**src/rtl/ocm_seq_pkg.sv**
```systemverilog
// Shared FSM state type and default parameters
// for the OCM stream sequencer.
package ocm_seq_pkg;

  typedef enum logic [1:0] {
    IDLE,
    READ,
    DRAIN,
    DONE
  } state_t;

  localparam int N_WORDS_DEF  = 1024;
  localparam int ADDR_W_DEF   = 17;
  localparam int DATA_W_DEF   = 8;
  localparam int RD_LAT_DEF   = 1;
  localparam int PIPE_LAT_DEF = 2;

endpackage

```
**src/rtl/ocm_stream_sequencer_if.sv**
```systemverilog
// OCM0 read port, datapath feed/result and OCM1 write port.
// master = sequencer side, slave = memories + datapath side.
interface ocm_stream_sequencer_if #(
  parameter int ADDR_W = 17,
  parameter int DATA_W = 8
);

  logic [ADDR_W-1:0] ocm0_addr;
  logic              ocm0_chip;
  logic              ocm0_clk_enab;
  logic [DATA_W-1:0] ocm0_readdata;

  logic [DATA_W-1:0] dp_data;
  logic              dp_valid;
  logic [DATA_W-1:0] dp_result;

  logic [ADDR_W-1:0] ocm1_addr;
  logic              ocm1_chip;
  logic              ocm1_clk_enab;
  logic              ocm1_write;
  logic [DATA_W-1:0] ocm1_writedata;

  modport master (
    output ocm0_addr, ocm0_chip, ocm0_clk_enab,
    input  ocm0_readdata,
    output dp_data, dp_valid,
    input  dp_result,
    output ocm1_addr, ocm1_chip, ocm1_clk_enab,
    output ocm1_write, ocm1_writedata
  );

  modport slave (
    input  ocm0_addr, ocm0_chip, ocm0_clk_enab,
    output ocm0_readdata,
    input  dp_data, dp_valid,
    output dp_result,
    input  ocm1_addr, ocm1_chip, ocm1_clk_enab,
    input  ocm1_write, ocm1_writedata
  );

endinterface

```
**src/rtl/ocm_seq_delay.sv**
```systemverilog
// 1-bit strobe delay line with async clear.
// DEPTH = 0 degenerates to a plain wire.
module ocm_seq_delay #(
  parameter int DEPTH = 1
) (
  input  logic clk,
  input  logic rst_n,
  input  logic d_i,
  output logic q_o
);

  if (DEPTH == 0) begin : g_wire
    logic unused_clk_rst;
    assign unused_clk_rst = clk ^ rst_n;
    assign q_o = d_i;
  end else if (DEPTH == 1) begin : g_one
    logic sr_q;
    // single-stage delay
    always_ff @(posedge clk or negedge rst_n) begin
      if (!rst_n) sr_q <= 1'b0;
      else        sr_q <= d_i;
    end
    assign q_o = sr_q;
  end else begin : g_sr
    logic [DEPTH-1:0] sr_q;
    // shift toward the MSB, oldest sample out
    always_ff @(posedge clk or negedge rst_n) begin
      if (!rst_n) sr_q <= '0;
      else        sr_q <= {sr_q[DEPTH-2:0], d_i};
    end
    assign q_o = sr_q[DEPTH-1];
  end

endmodule

```
**src/rtl/ocm_stream_sequencer.sv**
```systemverilog
// Streams one frame OCM0 -> datapath -> OCM1 per start edge.
// Define OCM_SEQ_PERF_EN to add the cycle_count output.
module ocm_stream_sequencer
  import ocm_seq_pkg::*;
#(
  parameter int N_WORDS  = N_WORDS_DEF,
  parameter int ADDR_W   = ADDR_W_DEF,
  parameter int DATA_W   = DATA_W_DEF,
  parameter int RD_LAT   = RD_LAT_DEF,
  parameter int PIPE_LAT = PIPE_LAT_DEF
) (
  input  logic              clk,
  input  logic              rst_n,
  input  logic              start,
  output logic              busy,
  output logic              done,
  output logic [ADDR_W-1:0] wr_count,
`ifdef OCM_SEQ_PERF_EN
  output logic [31:0]       cycle_count,
`endif
  ocm_stream_sequencer_if.master bus
);

  localparam logic [ADDR_W-1:0] LAST = ADDR_W'(N_WORDS - 1);

  state_t            state_q;
  logic [ADDR_W-1:0] addr_q;
  logic [ADDR_W-1:0] wr_cnt_q;
  logic              rd_en_q;
  logic              start_low_q;
  logic              dp_vld;
  logic              wr_stb;
  logic              accept;

  // start_low_q resets to 0 so a level already high out of reset is not an edge
  assign accept = (state_q == IDLE) && start && start_low_q;

  // frame FSM with read address and write counter
  always_ff @(posedge clk or negedge rst_n) begin
    if (!rst_n) begin
      state_q     <= IDLE;
      addr_q      <= '0;
      wr_cnt_q    <= '0;
      rd_en_q     <= 1'b0;
      start_low_q <= 1'b0;
    end else begin
      start_low_q <= ~start;
      if (wr_stb) wr_cnt_q <= wr_cnt_q + 1'b1;
      unique case (state_q)
        IDLE: begin
          if (accept) begin
            state_q  <= READ;
            addr_q   <= '0;
            wr_cnt_q <= '0;
            rd_en_q  <= 1'b1;
          end
        end
        READ: begin
          if (addr_q == LAST) begin
            state_q <= DRAIN;
            rd_en_q <= 1'b0;
          end else begin
            addr_q <= addr_q + 1'b1;
          end
        end
        DRAIN: begin
          if (wr_stb && (wr_cnt_q == LAST)) state_q <= DONE;
        end
        DONE: begin
          if (!start) state_q <= IDLE;
        end
        default: state_q <= IDLE;
      endcase
    end
  end

  ocm_seq_delay #(.DEPTH(RD_LAT)) u_rd_dly (
    .clk   (clk),
    .rst_n (rst_n),
    .d_i   (rd_en_q),
    .q_o   (dp_vld)
  );

  ocm_seq_delay #(.DEPTH(PIPE_LAT)) u_pipe_dly (
    .clk   (clk),
    .rst_n (rst_n),
    .d_i   (dp_vld),
    .q_o   (wr_stb)
  );

  assign busy     = (state_q == READ) || (state_q == DRAIN);
  assign done     = (state_q == DONE);
  assign wr_count = wr_cnt_q;

  assign bus.ocm0_addr     = addr_q;
  assign bus.ocm0_chip     = rd_en_q;
  assign bus.ocm0_clk_enab = rd_en_q;

  assign bus.dp_valid = dp_vld;
  assign bus.dp_data  = dp_vld ? bus.ocm0_readdata : '0;

  assign bus.ocm1_addr      = wr_cnt_q;
  assign bus.ocm1_chip      = wr_stb;
  assign bus.ocm1_clk_enab  = wr_stb;
  assign bus.ocm1_write     = wr_stb;
  assign bus.ocm1_writedata = wr_stb ? bus.dp_result : '0;

`ifdef OCM_SEQ_PERF_EN
  logic [31:0] cyc_q;

  // frame cycle counter: clear on accept, count while busy
  always_ff @(posedge clk or negedge rst_n) begin
    if (!rst_n)      cyc_q <= '0;
    else if (accept) cyc_q <= '0;
    else if (busy)   cyc_q <= cyc_q + 32'd1;
  end

  assign cycle_count = cyc_q;
`endif

endmodule
```
**src/flat_wrapper.sv**
```systemverilog
// flat-port wrapper written by rule: the top's interface ports become plain ports
module ocm_stream_sequencer_flat import ocm_seq_pkg::*;
#(
  parameter int N_WORDS  = N_WORDS_DEF,
  parameter int ADDR_W   = ADDR_W_DEF,
  parameter int DATA_W   = DATA_W_DEF,
  parameter int RD_LAT   = RD_LAT_DEF,
  parameter int PIPE_LAT = PIPE_LAT_DEF
)
  (clk, rst_n, start, busy, done, wr_count, bus_ocm0_addr, bus_ocm0_chip, bus_ocm0_clk_enab, bus_ocm0_readdata, bus_dp_data, bus_dp_valid, bus_dp_result, bus_ocm1_addr, bus_ocm1_chip, bus_ocm1_clk_enab, bus_ocm1_write, bus_ocm1_writedata);
  ocm_stream_sequencer_if #(.ADDR_W(ADDR_W), .DATA_W(DATA_W)) bus_i ();
  input  logic clk;
  input  logic rst_n;
  input  logic start;
  output logic busy;
  output logic done;
  output logic [ADDR_W-1:0] wr_count;
  output wire logic [$bits(bus_i.ocm0_addr)-1:0] bus_ocm0_addr;
  output wire logic [$bits(bus_i.ocm0_chip)-1:0] bus_ocm0_chip;
  output wire logic [$bits(bus_i.ocm0_clk_enab)-1:0] bus_ocm0_clk_enab;
  input wire logic [$bits(bus_i.ocm0_readdata)-1:0] bus_ocm0_readdata;
  output wire logic [$bits(bus_i.dp_data)-1:0] bus_dp_data;
  output wire logic [$bits(bus_i.dp_valid)-1:0] bus_dp_valid;
  input wire logic [$bits(bus_i.dp_result)-1:0] bus_dp_result;
  output wire logic [$bits(bus_i.ocm1_addr)-1:0] bus_ocm1_addr;
  output wire logic [$bits(bus_i.ocm1_chip)-1:0] bus_ocm1_chip;
  output wire logic [$bits(bus_i.ocm1_clk_enab)-1:0] bus_ocm1_clk_enab;
  output wire logic [$bits(bus_i.ocm1_write)-1:0] bus_ocm1_write;
  output wire logic [$bits(bus_i.ocm1_writedata)-1:0] bus_ocm1_writedata;
  assign bus_ocm0_addr = bus_i.ocm0_addr;
  assign bus_ocm0_chip = bus_i.ocm0_chip;
  assign bus_ocm0_clk_enab = bus_i.ocm0_clk_enab;
  assign bus_i.ocm0_readdata = bus_ocm0_readdata;
  assign bus_dp_data = bus_i.dp_data;
  assign bus_dp_valid = bus_i.dp_valid;
  assign bus_i.dp_result = bus_dp_result;
  assign bus_ocm1_addr = bus_i.ocm1_addr;
  assign bus_ocm1_chip = bus_i.ocm1_chip;
  assign bus_ocm1_clk_enab = bus_i.ocm1_clk_enab;
  assign bus_ocm1_write = bus_i.ocm1_write;
  assign bus_ocm1_writedata = bus_i.ocm1_writedata;
  ocm_stream_sequencer #(.N_WORDS(N_WORDS), .ADDR_W(ADDR_W), .DATA_W(DATA_W), .RD_LAT(RD_LAT), .PIPE_LAT(PIPE_LAT)) u_core (.clk(clk), .rst_n(rst_n), .start(start), .busy(busy), .done(done), .wr_count(wr_count), .bus(bus_i));
endmodule
```
**config.mk**
```make
export PLATFORM = sky130hd
export DESIGN_NAME = ocm_stream_sequencer_flat
export DESIGN_NICKNAME = d
export VERILOG_FILES = /design/src/rtl/ocm_seq_pkg.sv /design/src/rtl/ocm_stream_sequencer_if.sv /design/src/rtl/ocm_seq_delay.sv /design/src/rtl/ocm_stream_sequencer.sv /design/src/flat_wrapper.sv
export SDC_FILE = /design/constraint.sdc
export NUM_CORES = 1
export LEC_CHECK = 0
export ABC_CLOCK_PERIOD_IN_PS = 5700
export CAP_MARGIN = 20
export CORE_MARGIN = 1
export CORE_UTILIZATION = 47
export DETAILED_ROUTE_END_ITERATION = 8
export PLACE_DENSITY_LB_ADDON = 0.05
export SYNTH_ARGS = -nofsm -noshare
export SYNTH_HDL_FRONTEND = slang
export SYNTH_SLANG_ARGS = --single-unit
```
**constraint.sdc**
```tcl
create_clock -name clk -period 5.7 [get_ports clk]
set_input_delay 1.14 -clock clk [delete_from_list [all_inputs] [get_ports clk]]
set_output_delay 1.14 -clock clk [all_outputs]
set_load 0.02 [all_outputs]
```
# Word-level counts from Yosys, hierarchy flattened
# Cells that the tools add are included.
[op_classes] mux=16 n_shift=0 n_reduce_logical=9 n_lt_le_gt_ge=0 n_eq_ne=10 addsub=2 n_div=0 n_mul=0 bitwise=1
[op_table] op="$mux 17" n=5
[op_table] op="$add 17x1->17 const B" n=2
[op_table] op="$eq 17x10->1 const B" n=2
[op_table] op="$pmux 17 s2" n=1
[op_table] op="$mux 8" n=2
[op_table] op="$mux 2" n=4
[op_table] op="$pmux 2 s4" n=1
[op_table] op="$ne 2x1->1 const B" n=3
[op_table] op="$reduce_and 3->1" n=2
[op_table] op="$eq 2x2->1 const B" n=2
[op_table] op="$ne 2x2->1 const B" n=2
[op_table] op="$reduce_and 4->1" n=1
[op_table] op="$logic_and 1x1->1" n=3
[op_table] op="$eq 2x1->1 const B" n=1
[op_table] op="$logic_not 2->1" n=1
[op_table] op="$mux 1" n=2
[op_table] op="$pmux 1 s2" n=1
[op_table] op="$reduce_bool 2->1" n=1
[op_table] op="$logic_or 1x1->1" n=1
[op_table] op="$not 1->1" n=1
[word_totals] memories=0 word_cells=45 romBits=0 latch_bits=0 ramBits=0 output_inout_bits=75 reg_bits=41

# Longest topological paths before layout
[depth] ltp_word=5 mapped_depth=7 mapped_depth_nobuf=7

# Cells and area by module
# From an unflattened synthesis, not the netlist that was laid out.
[hier_totals] hier_cells=255 area_unflattened_um2=2432.3
[by_module_without_submodules] module="ocm_stream_sequencer" area_per_inst_um2=2357.3 cells_per_inst=252 n_inst=1 seq_area_each_um2=950.9
[by_module_without_submodules] module="ocm_seq_delay (u_core.u_pipe_dly)" area_per_inst_um2=50.0 cells_per_inst=2 n_inst=1 seq_area_each_um2=50.0
[by_module_without_submodules] module="ocm_seq_delay (u_core.u_rd_dly)" area_per_inst_um2=25.0 cells_per_inst=1 n_inst=1 seq_area_each_um2=25.0

# Worst setup path after synthesis
# Ideal clock, no wire load.
[synth_path] path_type="input to output" startpoint="in bus_ocm0_readdata[0]" endpoint="out bus_dp_data[0]" required_time_ns=4.560 t_arrival_ns=1.356 stages=1 n_path_buf=0 path_slack_ns=3.204 cell_sequence="and2_1"
[synth_via] elab_chain_len=1
[synth_lines] item="start, declared" line="flat_wrapper.sv:21" rtl="input wire logic [$bits(bus_i.ocm0_readdata)-1:0] bus_ocm0_readdata;"
[synth_lines] item="$mux 8" line="ocm_stream_sequencer.sv:100" rtl="assign bus.dp_data = dp_vld ? bus.ocm0_readdata : '0;"
[synth_lines] item="end, declared" line="flat_wrapper.sv:22" rtl="output wire logic [$bits(bus_i.dp_data)-1:0] bus_dp_data;"
# Every way passes these cells.

# Worst setup path after layout
[layout_path] startpoint="in bus_ocm0_readdata[3]" endpoint="out bus_dp_data[3]"
# The elaborated chain is that of the path after synthesis.

==> metrics.md <==
| Metric | Value |
|---|---|
| Run status | finished, final reports clean |
| Sequence of cells on the critical path | clkdlybuf4s50_1, and2_1, clkdlybuf4s50_1 |
| Die outline area | ~5200 um^2 |
| Multi-input gate area in the final layout | around 1100 um^2 |
| Post-detailed-route DRC marker count | 0 |
| Wire length of the first global-routing pass | around 8300 um |
| Diodes inserted | 0 |
| Top cell by count, worst path | clkdlybuf4s50_1 |
| Htree depth | 2 |
| Placed wire-length estimate after detailed placement | 3570 um |
| Worst VDD drop | approximately 210 uV |
| Total CTS buffers | 5 |
| Wire length on met1 | 2300 um |
| Drt total wl | between 5000 and 6000 um |
| Combinational power share | 48.7% |
| Number of buffers inserted by post-CTS setup repair | 0 |
| Floorplan die height | 72.4 um |
| Largest stage delay on the critical path | 610 ps |
| Mean routed wirelength per cell | 13.1 um |
| Tcrit/Tclk final | 61.0% |
| Register area share after synthesis | between 40% and 50% |
| Minimum hold slack | 352 ps |
| Met3 wire length | between 200 and 250 um |
| Cell internal power dissipation | 0.707 mW |
| Total via count after detailed routing | between 1500 and 2000 |
| Total number of nets in the final design | 339 |
| Ports placed on the boundary | 94 |
| Clk buf depth | 2 |
| Sink count of the clock tree | 41 |
| Detailed-router iteration count before antenna repair | 4 |
| Switching power total | about 0.48 mW |
| Slew at the pin with the worst max-slew slack | 913 ps |
| RSZ-0062 raised after global routing | false |
| Crit path launch type | primary input |
| Sw Share | 40.3% |
| PwrDens | between 300 and 400 nW/um^2 |
| Clk slew on worst S/H paths | roughly 70 ps |
| Number of nets with antenna violations after routing | 0 |
| Share of total power in sequential cells | a little over a third |
| Total power consumption of the routed design | 1.18 mW |
| Critical path data required time | around 4600 ps |
| Yosys cell types | 41 |
| DR top layer | met4 |
| Most common cell after layout, fill and taps aside | clkdlybuf4s50_1 |
| Share of layout cells above drive strength 1 | approximately 4.8% |
| GP Congestion | a little over 0.8 |
| Area delta synth->final | 38.9% |
| Final number of setup-violating endpoints | 0 |
| Initial antenna violation count | 0 |
| Final max-slew violation count | 0 |
| Maximum clock rate | 0.288 GHz |
| Worst slew margin relative to its limit | roughly two fifths |
| Slowest cell on the critical path | clkdlybuf4s50_1 |
| Worst min-delay path class | reg -> reg |
| Endpoint class of the critical path | output pin |
| Filler cell count in the final layout | just over 400 |
| Area of placed instances | 3140 um^2 |
| Clock root buffer | clkbuf_8 |
| Maximum fanout encountered on the critical timing path | 1 |
| Overall overflow remaining after global route | 0 |
| Cell leakage power | approximately 1.4 nW |
| Total track usage | about a fifth |
| Design area | ~3200 um^2 |
| Number of cells produced by synthesis | around 240 |
| Final-report hold violation count | 0 |
| Post-CTS sizing | 0 |
| Core area | about 4800 um^2 |
| WL met2 | 2410 um |
| Share of total power in the clock network | roughly 16% |
| Vias per std cell | approximately 5 |
| Mean area per synthesized cell | 9.65 um^2 |
| Synthesized netlist net count | 267 |
| Die width | 72.4 um |
| Arrival @ worst endpoint | 2340 ps |
| YS warnings | 0 |
| Most used cells in the layout excluding fill and tap cells | clkdlybuf4s50_1 (92), dfrtp_1 (41), nor2_1 (34) |
| # Max-Cap Violations | 0 |
| Worst reg-to-reg path cell count | 7 |
| Min Tclk post-route | between 3000 and 4000 ps |
| Critical path class | in -> out |
| Count of hold-fix buffers inserted at cts | 0 |
| Std cell rows | 25 |
| Flop and latch count out of synthesis | ~40 |
| Area used by sequential logic in the layout | 1030 um^2 |
| Detailed router's first-iteration violation count | 81 |
| Cell area after synthesis | ~2300 um^2 |
| Final setup TNS | 0 ps |
| Effective utilization at floorplan | between 40% and 50% |
| Worst hold path stage count | 0 |
| Vias in the first global route | around 1900 |
| Buffers added on ports | slightly above 90 |
| Worst skew pair latency | approximately 290 ps |
| Skew final | 8.96 ps |
| Largest net degree at the start of global routing | 42 |
| CTS tree | done |
[path summary, 6_finish.rpt]
kind / start / end / slack (ps)
max: bus_ocm0_readdata[3] / bus_dp_data[3] / 2220
max reg2reg: u_core.state_q[1] / u_core.bus.ocm0_addr[14] / 3410
max in group asynchronous: rst_n / u_core.u_pipe_dly.g_sr.sr_q[1] / 4150
min in group asynchronous: rst_n / u_core.bus.ocm1_addr[5] / 980
min reg2reg: u_core.u_pipe_dly.g_sr.sr_q[0] / u_core.u_pipe_dly.g_sr.sr_q[1] / 350
min: u_core.u_pipe_dly.g_sr.sr_q[0] / u_core.u_pipe_dly.g_sr.sr_q[1] / 350
[worst max-delay path: cells and delay by family]
family                 cells  cell delay (ps)
buffers and inverters      2             1070
and+or+nand+nor            1              120
[power groups by stage]
stage | Clock, mW | Sequential, mW | Combinational [mW]
floorplan | 0 | 0.473 | 0.316
global placement | 0 | 0.425 | 0.562
detailed placement | 0 | 0.427 | 0.577
CTS | 0.189 | 0.423 | 0.581
global route | 0.200 | 0.432 | 0.620
finish | 0.184 | 0.423 | 0.577
[per-layer routing]
layer / GRT usage, % / up-vias
li1: - / 945
met1: 23.4 / 944
met5: 0 / -
met4: 8.93 / 0
met2: 36.3 / 60
met3: 3.33 / 9
[through the flow]
step                      setup WS [ps]  utilization [%]  instances
after floorplan                    3200                -        241
after global placement             2260             66.1        372
after detailed placement           2220             66.1        372
after CTS                          2220             67.8        380
after global routing               2200             68.0        381
final                              2220             68.0        381
[Yosys cell counts]
library cell | n | area (um^2)
nand2_1 | 13 | 48.8
o211ai_1 | 1 | 7.51
xnor2_1 | 5 | 43.8
nand3_1 | 12 | 60.1
dfrtp_1 | 41 | 1030
mux2_4 | 1 | 15.0
a2111oi_0 | 1 | 8.76
inv_1 | 5 | 18.8
nor2_1 | 34 | 128
nand2b_1 | 1 | 6.26
a32o_1 | 1 | 10.0
nand3_2 | 2 | 20.0
o21ai_1 | 1 | 5.00
or2_1 | 1 | 6.26
or2_4 | 1 | 8.76
ha_1 | 7 | 87.6
a211oi_1 | 1 | 7.51
and2_1 | 17 | 106
o2111ai_1 | 3 | 26.3
and3_1 | 8 | 50.1
o221ai_1 | 2 | 17.5
or4_1 | 2 | 15.0
buf_2 | 2 | 10.0
nor3_1 | 2 | 10.0
a221o_1 | 1 | 10.0
nand3b_1 | 1 | 7.51
buf_4 | 20 | 150
a22o_1 | 1 | 8.76
xor2_1 | 24 | 210
a211oi_2 | 1 | 12.5
o21ai_0 | 2 | 10.0
o22ai_1 | 1 | 6.26
a21oi_1 | 4 | 20.0
nor4_2 | 1 | 12.5
clkbuf_1 | 6 | 22.5
a2bb2oi_1 | 1 | 8.76
buf_6 | 1 | 11.3
mux2i_1 | 1 | 10.0
nand4_1 | 8 | 50.1
and4_1 | 3 | 26.3
nor4_1 | 1 | 6.26
[state kept, by name (all words and copies together), names as in the netlist]
| signal | flops |
|---|---|
| u_core.u_pipe_dly.g_sr.sr_q | 2 |
| u_core.start_low_q | 1 |
| u_core.bus.ocm1_addr | 17 |
| u_core.bus.ocm0_addr | 17 |
| u_core.u_rd_dly.q_o | 1 |
| u_core.state_q | 2 |
| u_core.bus.ocm0_chip | 1 |
[cell families after synthesis]
family                   after synthesis  synth area share [%]
AND/OR/NAND/NOR                      107                  24.2
multiplexers                           2                  1.08
buffers and inverters                 34                  9.14
adder cells (fa/ha/maj)                7                  3.77
XOR/XNOR                              29                  10.9
flip-flops                            41                  44.1
AO/OA/AOI/OAI                         21                  6.83
[final cells by class]
| cell class | instances | share of cell area [%] |
|---|---|---|
| multi-input cells | 166 | 33.6 |
| repair buffers | 94 | 28.9 |
| inverters | 5 | 0.581 |
| clock inverters | 2 | 0.310 |
| clock buffers | 6 | 2.25 |
| well taps | 67 | 2.59 |
| flip-flops and latches | 41 | 31.7 |
No activity file was read; power rests on OpenSTA's default activity.
